===== src/rtl/ps2_cmd_scheduler.sv =====
// Round-robin scheduler sharing one PS/2 host-to-device path among NREQ requesters.
// Sends cmd (+ optional arg) bytes, waits for ACK, retries on RESEND/timeout, forwards other rx bytes.
module ps2_cmd_scheduler #(
    parameter int         NREQ        = 3,
    parameter int         ACK_TIMEOUT = 50000,
    parameter int         MAX_RETRY   = 3,
    parameter logic [7:0] ACK_BYTE    = 8'hFA,
    parameter logic [7:0] RESEND_BYTE = 8'hFE
) (
    input  logic              clk,
    input  logic              reset,
    input  logic [NREQ-1:0]   req,
    input  logic [8*NREQ-1:0] req_cmd,
    input  logic [8*NREQ-1:0] req_arg,
    input  logic [NREQ-1:0]   req_has_arg,
    output logic [NREQ-1:0]   grant,
    output logic [NREQ-1:0]   done,
    output logic [NREQ-1:0]   err,
    output logic              busy,
    output logic [7:0]        tx_data,
    output logic              tx_write,
    input  logic              tx_done_tick,
    input  logic [7:0]        rx_data,
    input  logic              rx_done_tick,
    output logic [7:0]        scan_data,
    output logic              scan_valid
);
    localparam int PW = $clog2(NREQ);
    localparam int TW = $clog2(ACK_TIMEOUT + 1);
    localparam int RW = $clog2(MAX_RETRY + 1) + 1;
    localparam logic [TW-1:0] T_LOAD = TW'(ACK_TIMEOUT - 1);
    localparam logic [RW-1:0] R_MAX  = RW'(MAX_RETRY);

    typedef enum logic [2:0] {
        S_IDLE         = 3'd0,
        S_SEND_CMD     = 3'd1,
        S_WAIT_TX_CMD  = 3'd2,
        S_WAIT_ACK_CMD = 3'd3,
        S_SEND_ARG     = 3'd4,
        S_WAIT_TX_ARG  = 3'd5,
        S_WAIT_ACK_ARG = 3'd6
    } state_t;

    state_t          r_state;
    logic [PW-1:0]   r_rr_ptr;
    logic [PW-1:0]   r_idx;
    logic [7:0]      r_cmd;
    logic [7:0]      r_arg;
    logic            r_has_arg;
    logic [7:0]      r_tx_data;
    logic            r_tx_write;
    logic [NREQ-1:0] r_done;
    logic [NREQ-1:0] r_err;
    logic [TW-1:0]   r_timer;
    logic [RW-1:0]   r_retry;

    logic            w_found;
    logic [PW-1:0]   w_sel;
    logic [PW-1:0]   w_cand;
    logic [NREQ-1:0] w_grant;
    logic            w_in_tx;
    logic            w_in_ack;
    logic            w_is_ack;
    logic            w_is_resend;
    logic            w_timeout;
    logic            w_fail;
    state_t          w_resend_st;

    // Round-robin search: first pending request at or after r_rr_ptr, wrapping
    always_comb begin
        w_found = 1'b0;
        w_sel   = '0;
        w_cand  = '0;
        for (int k = 0; k < NREQ; k++) begin
            w_cand = PW'((int'(r_rr_ptr) + k) % NREQ);
            if (!w_found && req[w_cand]) begin
                w_found = 1'b1;
                w_sel   = w_cand;
            end else begin
                w_found = w_found;
            end
        end
    end

    // Grant is combinational so the requester sees it in the capture cycle
    always_comb begin
        w_grant = '0;
        if (reset && (r_state == S_IDLE) && w_found) begin
            w_grant[w_sel] = 1'b1;
        end else begin
            w_grant = '0;
        end
    end

    assign w_in_tx     = (r_state == S_WAIT_TX_CMD) || (r_state == S_WAIT_TX_ARG);
    assign w_in_ack    = (r_state == S_WAIT_ACK_CMD) || (r_state == S_WAIT_ACK_ARG);
    assign w_is_ack    = rx_done_tick && w_in_ack && (rx_data == ACK_BYTE);
    assign w_is_resend = rx_done_tick && w_in_ack && (rx_data == RESEND_BYTE);
    // An rx byte arriving on the expiry cycle suppresses the timeout
    assign w_timeout   = (r_timer == '0) && !rx_done_tick;
    assign w_fail      = (w_in_tx && !tx_done_tick && w_timeout) ||
                         (w_in_ack && (w_is_resend || w_timeout));
    assign w_resend_st = ((r_state == S_WAIT_TX_CMD) || (r_state == S_WAIT_ACK_CMD)) ?
                         S_SEND_CMD : S_SEND_ARG;

    // Request sequencing FSM with registered pulse outputs
    always_ff @(posedge clk or negedge reset) begin
        if (!reset) begin
            r_state    <= S_IDLE;
            r_rr_ptr   <= '0;
            r_idx      <= '0;
            r_cmd      <= 8'h00;
            r_arg      <= 8'h00;
            r_has_arg  <= 1'b0;
            r_tx_data  <= 8'h00;
            r_tx_write <= 1'b0;
            r_done     <= '0;
            r_err      <= '0;
            r_timer    <= '0;
            r_retry    <= '0;
        end else begin
            r_tx_write <= 1'b0;
            r_done     <= '0;
            r_err      <= '0;
            case (r_state)
                S_IDLE: begin
                    if (w_found) begin
                        r_idx     <= w_sel;
                        r_cmd     <= req_cmd[8*w_sel +: 8];
                        r_arg     <= req_arg[8*w_sel +: 8];
                        r_has_arg <= req_has_arg[w_sel];
                        r_rr_ptr  <= (w_sel == PW'(NREQ - 1)) ? '0 : w_sel + 1'b1;
                        r_retry   <= '0;
                        r_state   <= S_SEND_CMD;
                    end else begin
                        r_state <= S_IDLE;
                    end
                end
                S_SEND_CMD, S_SEND_ARG: begin
                    r_tx_data  <= (r_state == S_SEND_CMD) ? r_cmd : r_arg;
                    r_tx_write <= 1'b1;
                    r_timer    <= T_LOAD;
                    r_state    <= (r_state == S_SEND_CMD) ? S_WAIT_TX_CMD : S_WAIT_TX_ARG;
                end
                S_WAIT_TX_CMD, S_WAIT_TX_ARG, S_WAIT_ACK_CMD, S_WAIT_ACK_ARG: begin
                    if (w_in_tx && tx_done_tick) begin
                        r_timer <= T_LOAD;
                        r_state <= (r_state == S_WAIT_TX_CMD) ? S_WAIT_ACK_CMD : S_WAIT_ACK_ARG;
                    end else if (w_is_ack) begin
                        if ((r_state == S_WAIT_ACK_CMD) && r_has_arg) begin
                            r_state <= S_SEND_ARG;
                        end else begin
                            r_done[r_idx] <= 1'b1;
                            r_state       <= S_IDLE;
                        end
                    end else if (w_fail) begin
                        if (r_retry < R_MAX) begin
                            r_retry <= r_retry + 1'b1;
                            r_state <= w_resend_st;
                        end else begin
                            r_err[r_idx] <= 1'b1;
                            r_state      <= S_IDLE;
                        end
                    end else if (r_timer != '0) begin
                        r_timer <= r_timer - 1'b1;
                    end else begin
                        r_timer <= r_timer;
                    end
                end
                default: begin
                    r_state <= S_IDLE;
                end
            endcase
        end
    end

    assign grant      = w_grant;
    assign done       = r_done;
    assign err        = r_err;
    assign busy       = (r_state != S_IDLE);
    assign tx_data    = r_tx_data;
    assign tx_write   = r_tx_write;
    assign scan_data  = rx_data;
    assign scan_valid = rx_done_tick && !(w_is_ack || w_is_resend);
endmodule


===== config.mk =====
export PLATFORM = sky130hd
export DESIGN_NAME = ps2_cmd_scheduler
export DESIGN_NICKNAME = d
export VERILOG_FILES = /design/src/rtl/ps2_cmd_scheduler.sv
export SDC_FILE = /design/constraint.sdc
export NUM_CORES = 1
export LEC_CHECK = 0
export ABC_AREA = 1
export BUFFER_PORTS_ARGS = -buffer_cell sky130_fd_sc_hd__buf_4
export CORE_MARGIN = 2
export CORE_UTILIZATION = 54
export CTS_CLUSTER_DIAMETER = 120
export CTS_CLUSTER_SIZE = 10
export DETAILED_ROUTE_END_ITERATION = 16
export PLACE_DENSITY_LB_ADDON = 0.2
export SLEW_MARGIN = 30
export SYNTH_ARGS = -nofsm -noshare
export SYNTH_HDL_FRONTEND = slang
export SYNTH_SLANG_ARGS = --single-unit

===== constraint.sdc =====
create_clock -name clk -period 2.5 [get_ports clk]
set_input_delay 0.625 -clock clk [delete_from_list [all_inputs] [get_ports clk]]
set_output_delay 0.625 -clock clk [all_outputs]
set_load 0.05 [all_outputs]

==> results of run 1 <==
-- final timing paths --
check / to / slack [ns] / cells after the start
worst max-delay path: grant[2] / -0.27 / 11
worst min-delay path: r_retry[2] / 0.45 / 2
worst max register to register: r_cmd[5] / 0.26 / 15
worst min register to register: tx_data[5] / 0.48 / 2
max in group asynchronous: r_state[2] / 1.53 / 2
min in group clk: tx_data[5] / 0.48 / 2
-- area by class of cell --
| class | count | area, um2 | share of cell area [%] |
|---|---|---|---|
| Multi-Input combinational cell | 397 | 1970 | 40.4 |
| Sequential cell | 58 | 1450 | 29.9 |
| Timing Repair Buffer | 118 | 905 | 18.6 |
| Inverter | 55 | 219 | 4.50 |
| Clock buffer | 9 | 124 | 2.55 |
| Clock inverter | 7 | 101 | 2.08 |
| Tap cell | 77 | 96.3 | 1.98 |
-- cells in the mapped netlist --
master	number	area, um2
a21oi_1	5	25.0
a31oi_1	1	6.26
buf_2	4	20.0
buf_4	12	90.1
buf_6	4	45.0
clkbuf_1	1	3.75
dfrtp_1	58	1450
ha_1	5	62.6
inv_1	45	169
inv_2	10	37.5
nand2_1	201	754
nand2_2	6	37.5
nand2_4	2	22.5
nand3_1	67	335
nand3_2	1	10.0
nand3b_1	1	7.51
nand4_1	6	37.5
nor2_1	49	184
nor2_2	3	18.8
nor2_4	1	11.3
nor2_8	1	20.0
nor3_1	9	45.0
nor3_2	1	10.0
nor4_1	1	6.26
o211ai_1	1	7.51
o21ai_0	14	70.1
o21ai_1	11	55.1
o21ai_2	1	8.76
o21bai_1	1	7.51
or2_0	1	6.26
or2_2	1	6.26
xnor2_1	2	17.5
xor2_1	5	43.8
-- state kept, by name (all words and copies together) (netlist names) --
register / count
r_timer: 16
r_arg: 8
r_state: 3
done: 3
r_cmd: 8
tx_data: 8
tx_write: 1
r_retry: 3
r_has_arg: 1
r_rr_ptr: 2
r_idx: 2
err: 3
-- per-stage QoR --
step | instances | instance area, um2 | util (%) | hold WS (ns) | setup WS, ns
after floorplan | 531 | 3690 | - | 0.329 | -0.0764
after global placement | 693 | 4420 | 68.8 | 0.465 | 0.0315
after detailed placement | 693 | 4420 | 68.8 | 0.471 | -0.0656
after CTS | 719 | 4790 | 74.5 | 0.479 | -0.249
after global routing | 721 | 4870 | 75.8 | 0.499 | -0.388
final | 721 | 4870 | 75.8 | 0.446 | -0.274
-- routing by layer --
metal / wire (um) / vias to the layer above
met4: 240 / 0
met2: 4880 / 175
met5: 0 / -
met1: 4160 / 1760
li1: - / 1885
met3: 710 / 27
-- layout by cell type (no fill, tap or decap), types with 3 or more instances in the layout --
cell type	instances
nor3_1	8
nand2_2	9
inv_1	40
nor2_2	3
ha_1	3
inv_4	5
nand2_4	8
buf_4	114
buf_6	3
nor2_4	3
xor2_1	5
nand4_1	6
inv_2	10
o21ai_0	13
dfrtp_1	56
nand2_1	192
clkbuf_8	9
nor2_1	47
a21oi_1	5
o21ai_1	11
nand3_2	8
nand3_1	60
-- timing repair --
item,in CTS,in global routing
cloned,0,0
setup endpoints to repair,3,4
buffers inserted,10,2
resized for setup,22,17
pin swaps,8,7
-- cell families (layout without fill, tap and decap cells) --
group / count (synthesis) / in the layout / synth area share, %
DFF: 58 / 58 / 39.9
and+or+nand+nor: 351 / 351 / 41.6
xor gates and xnor gates: 7 / 7 / 1.69
adders and majority gates: 5 / 5 / 1.72
buffers and inverters: 76 / 189 / 10.1
AOI/OAI and AO/OA: 34 / 34 / 4.96
-- power groups by stage --
stage	Combinational (mW)	Clock [mW]	Sequential, mW
final	4.14	0.991	1.46
after floorplan	2.61	0	1.64
after CTS	3.92	0.996	1.45
after global placement	3.46	0	1.45
after global routing	4.55	1.04	1.49
after detailed placement	3.57	0	1.46
==> reports/results.tsv, run 1 <==
metric	value	unit
antenna_found_initial	0	
drv_slew	0	
period_needed	2.77	ns
skew	0.0108	ns
critPathBufInv	3	
die_x	86.0	um
holdCritPathClass	input pin to asynchronous set/reset pin	
ys_seq_elements	58	
syn_area	3630	um2
worstSetupPathType	flip-flop to output pin	
core	6420	um2
syn_nets	602	
rows	29	
initialDrtViolationCount	199	
end_kind	output pin	
critPathRequiredTime	1.88	ns
hold_buffers	0	
area_growth	33.9	%
dpl.hpwl	6960	um
p_clk_share	15.0	%
use_met2	47.5	%
yosysUniqueCellTypes	33	
cts_made_buffers	9	
cts_sinks	58	
drt-total-wl	9990	um
fin_nets	710	
crit_arrival	2.15	ns
avgViaCountPerCell	5.34	
clk_pin_slew	0.07	ns
power.leakage	2.63	nW
max_slew_margin	51.7	%
timing_hold_violations_final	0	
crit_chain	ha_4 -> inv_4 -> nand2_1 -> nand3_1 -> nand2_2 -> buf_4 -> nand4_1 -> nand2_2 -> nand2_4 -> nor3_4 -> buf_6	
reg2reg_from	r_rr_ptr[1]	
dieArea	7400	um2
setup_slack	-0.274	ns
die_h	86.0	um
setup_viol	3	
cp_top_family	simple AND/OR/NAND/NOR gates	
postSynthAreaPerCell	6.84	um2
setup_tns	-0.717	ns
ys_warn_count	0	
cp_slowest_cell	dfrtp_1	
htreeDepth	3	
syn_inst	531	
firstDrtPassIters	5	
totalPowerFinal	6.59	mW
grt_util_met1	33.9	%
grt_max_degree	59	
num_antenna_cells	0	
cts-root-buf	clkbuf_8	
status	finished, violations left	
io_buffer_count	93	
cp-start-kind	flip-flop	
irDropWorstVdd	0.000962	V
grt_overflow	0	
cpMostUsedCell	nand2_2	
gp_congestion	0.941	
timing.fmax	360	MHz
rsz0062_at_grt	yes	
startpoint	r_rr_ptr[1]	
clockBufferDepth	2	
power.switching	3.32	mW
post_drt_wl_per_cell	13.9	um
cts_tree	yes	
drc_errors	0	
fillerInstances	494	
seqPwrFrac	22.2	%
clock_latency	0.34	ns
p_int	3.28	mW
critPathMaxFanout	6	
synth_seq_area_share	39.9	%
drive_gt1_share	29.5	%
grt_pass1_wl	16400	um
ios	94	
grt_use_met3	5.29	%
comb_power_share	62.8	%
busiest_layer	met2	
grt_pass1_vias	3757	
detail-route-antenna-nets	0	
power_density	1360	nW/um2
start_util	56.6	%
violations	negative setup slack	
fin_crit_sh	111	%
switching_share	50.3	%
maxCapViolCount	0	
vias	3847	
worstMarginPinSlew	0.724	ns
critPathMaxStageDelay	0.42	ns
track_usage	27.7	%
(Power assumes the default switching activity.)
==> run 2: changes to the inputs <==
- CELL_PAD_IN_SITES_DETAIL_PLACEMENT: unset -> 0
- CELL_PAD_IN_SITES_GLOBAL_PLACEMENT: unset -> 2
- CORE_UTILIZATION: 54 -> 29
==> reports/results.tsv, run 2 (synthesis results as in run 1) <==
metric	value	unit	change
status	finished, violations left		
violations	negative setup slack		
clockBufferDepth	2		unchanged
p_clk_share	17.1	%	+2.1 points
rows	40		+38%
clock_latency	0.33	ns	about the same
gp_congestion	0.818		-13%
worstSetupPathType	flip-flop to output pin		
crit_arrival	2.08	ns	-0.07 ns
fin_crit_sh	108	%	-2.7 points
end_kind	output pin		
avgViaCountPerCell	4.40		-17%
p_int	3.42	mW	+4.3%
power_density	1330	nW/um2	-1.8%
multi_input_area	1960	um2	-0.38%
fin_nets	711		+0.14%
rsz0062_at_grt	yes		
maxCapViolCount	0		unchanged
grt_max_degree	59		unchanged
grt_pass1_vias	3514		-6.5%
cts_made_buffers	9		unchanged
cts_sinks	58		unchanged
setup_viol	3		unchanged
cp_slowest_cell	dfrtp_1		
core	12100	um2	+89%
grt_pass1_wl	16900	um	+3.1%
dpl.hpwl	7690	um	+10%
initialDrtViolationCount	113		-43%
track_usage	16.0	%	-12 points
skew	0.00697	ns	-0.00383 ns
start_util	30.0	%	-27 points
ios	94		unchanged
drc_errors	0		unchanged
switching_share	48.9	%	-1.4 points
timing_hold_violations_final	0		unchanged
firstDrtPassIters	4		-1
reg2reg_from	r_rr_ptr[1]		
setup_tns	-0.579	ns	+0.138 ns
seqPwrFrac	21.7	%	-0.5 points
seq_area	1450	um2	-0.17%
worstMarginPinSlew	0.765	ns	+0.0406 ns
largest_reg_flops	16		unchanged
final_common_cell	nand2_1		
hold_slack	0.465	ns	+0.0191 ns
comb_power_share	61.3	%	-1.5 points
io_buffer_count	93		unchanged
critPathRequiredTime	1.88	ns	about the same
cpMostUsedCell	nand2_2		
area_growth	38.4	%	
clk_pin_slew	0.05	ns	-0.02 ns
drive_gt1_share	29.5	%	-0.046 points
crit_chain	ha_4 -> inv_4 -> nand2_2 -> nand3_2 -> nand2_2 -> nand2_2 -> inv_2 -> nand3_2 -> nand2_4 -> nand2_4 -> nor2_4 -> inv_2 -> nor2_4 -> buf_6		
cts-root-buf	clkbuf_16		
fillerInstances	1308		+160%
top_register	r_timer		
die_x	116	um	+35%
setup_slack	-0.207	ns	+0.0675 ns
num_antenna_cells	0		unchanged
final_cell_mix	191 x nand2_1, 116 x buf_4, 60 x nand3_1		
power.switching	3.27	mW	-1.4%
post_drt_wl_per_cell	12.4	um	-11%
startpoint	r_rr_ptr[1]		
antenna_found_initial	0		unchanged
dieArea	13400	um2	+82%
period_needed	2.71	ns	-0.0675 ns
die_h	116	um	+35%
grt_overflow	0		unchanged
irDropWorstVdd	0.000546	V	-43%
vias	3581		-6.9%
cts_tree	yes		
htreeDepth	3		unchanged
holdCritPathClass	input pin to asynchronous set/reset pin		
max_slew_margin	49.0	%	-2.7 points
drv_slew	0		unchanged
detail-route-antenna-nets	0		unchanged
timing.fmax	369	MHz	+2.5%
critPathMaxFanout	6		unchanged
hold_buffers	0		unchanged
cp-start-kind	flip-flop		
drt-total-wl	10100	um	+0.69%
critPathMaxStageDelay	0.41	ns	about the same
power.leakage	2.65	nW	+0.70%
## run 2: final timing paths
kind,to,slack [ns],cells after the start
max in group asynchronous,tx_data[1],1.53,2
max reg2reg,r_cmd[1],0.33,15
min reg2reg,tx_data[6],0.49,2
max,grant[0],-0.21,14
min,r_timer[1],0.46,2
min in group clk,tx_data[6],0.49,2
## run 2: timing repair
action,in CTS,in global routing
gates cloned,0,0
setup endpoints to repair,3,3
resized for setup,31,3
setup buffers,7,1
pin swaps,8,6
## run 2: cell type report
cell class              instances  area share (%)
multi-input cells             397            39.0
flip-flops and latches         58            28.9
repair buffers                119            18.1
clock buffers                  10            4.75
inverters                      55            4.31
well taps                     168            4.18
clock inverters                 6           0.846
## run 2: stage by stage
| stage | util [%] | setup slack [ns] | std cells | instance area (um2) | power (mW) |
|---|---|---|---|---|---|
| after floorplan | - | -0.0764 | 531 | 3690 | 4.25 |
| after global placement | 37.7 | -0.00424 | 789 | 4570 | 5.18 |
| after detailed placement | 37.7 | -0.0682 | 789 | 4570 | 5.19 |
| after CTS | 41.3 | -0.229 | 812 | 5010 | 6.70 |
| after global routing | 41.5 | -0.310 | 813 | 5030 | 7.30 |
| final | 41.5 | -0.207 | 813 | 5030 | 6.69 |
## run 2: power groups by stage
stage | logic (mW) | registers, mW | clock network [mW]
3_3_place_gp | 3.72 | 1.46 | 0
6_report | 4.10 | 1.45 | 1.14
2_1_floorplan | 2.61 | 1.64 | 0
3_5_place_dp | 3.73 | 1.46 | 0
4_1_cts | 4.07 | 1.45 | 1.18
5_1_grt | 4.59 | 1.49 | 1.22
## run 2: worst max-delay path, delay by kind of cell (launching register included)
kind	cells	cell delay (ns)
AND/OR/NAND/NOR	9	0.68
flip-flops	1	0.41
adder cells (fa/ha/maj)	1	0.33
buffers and inverters	4	0.32
## run 2: per-layer routing
metal,part of all wire [%],global-route usage (%),routed length (um)
met5,0,0,0
met3,5.7,4.50,578
met2,44,24.2,4430
met4,0.84,5.00,84
met1,49,22.2,4960
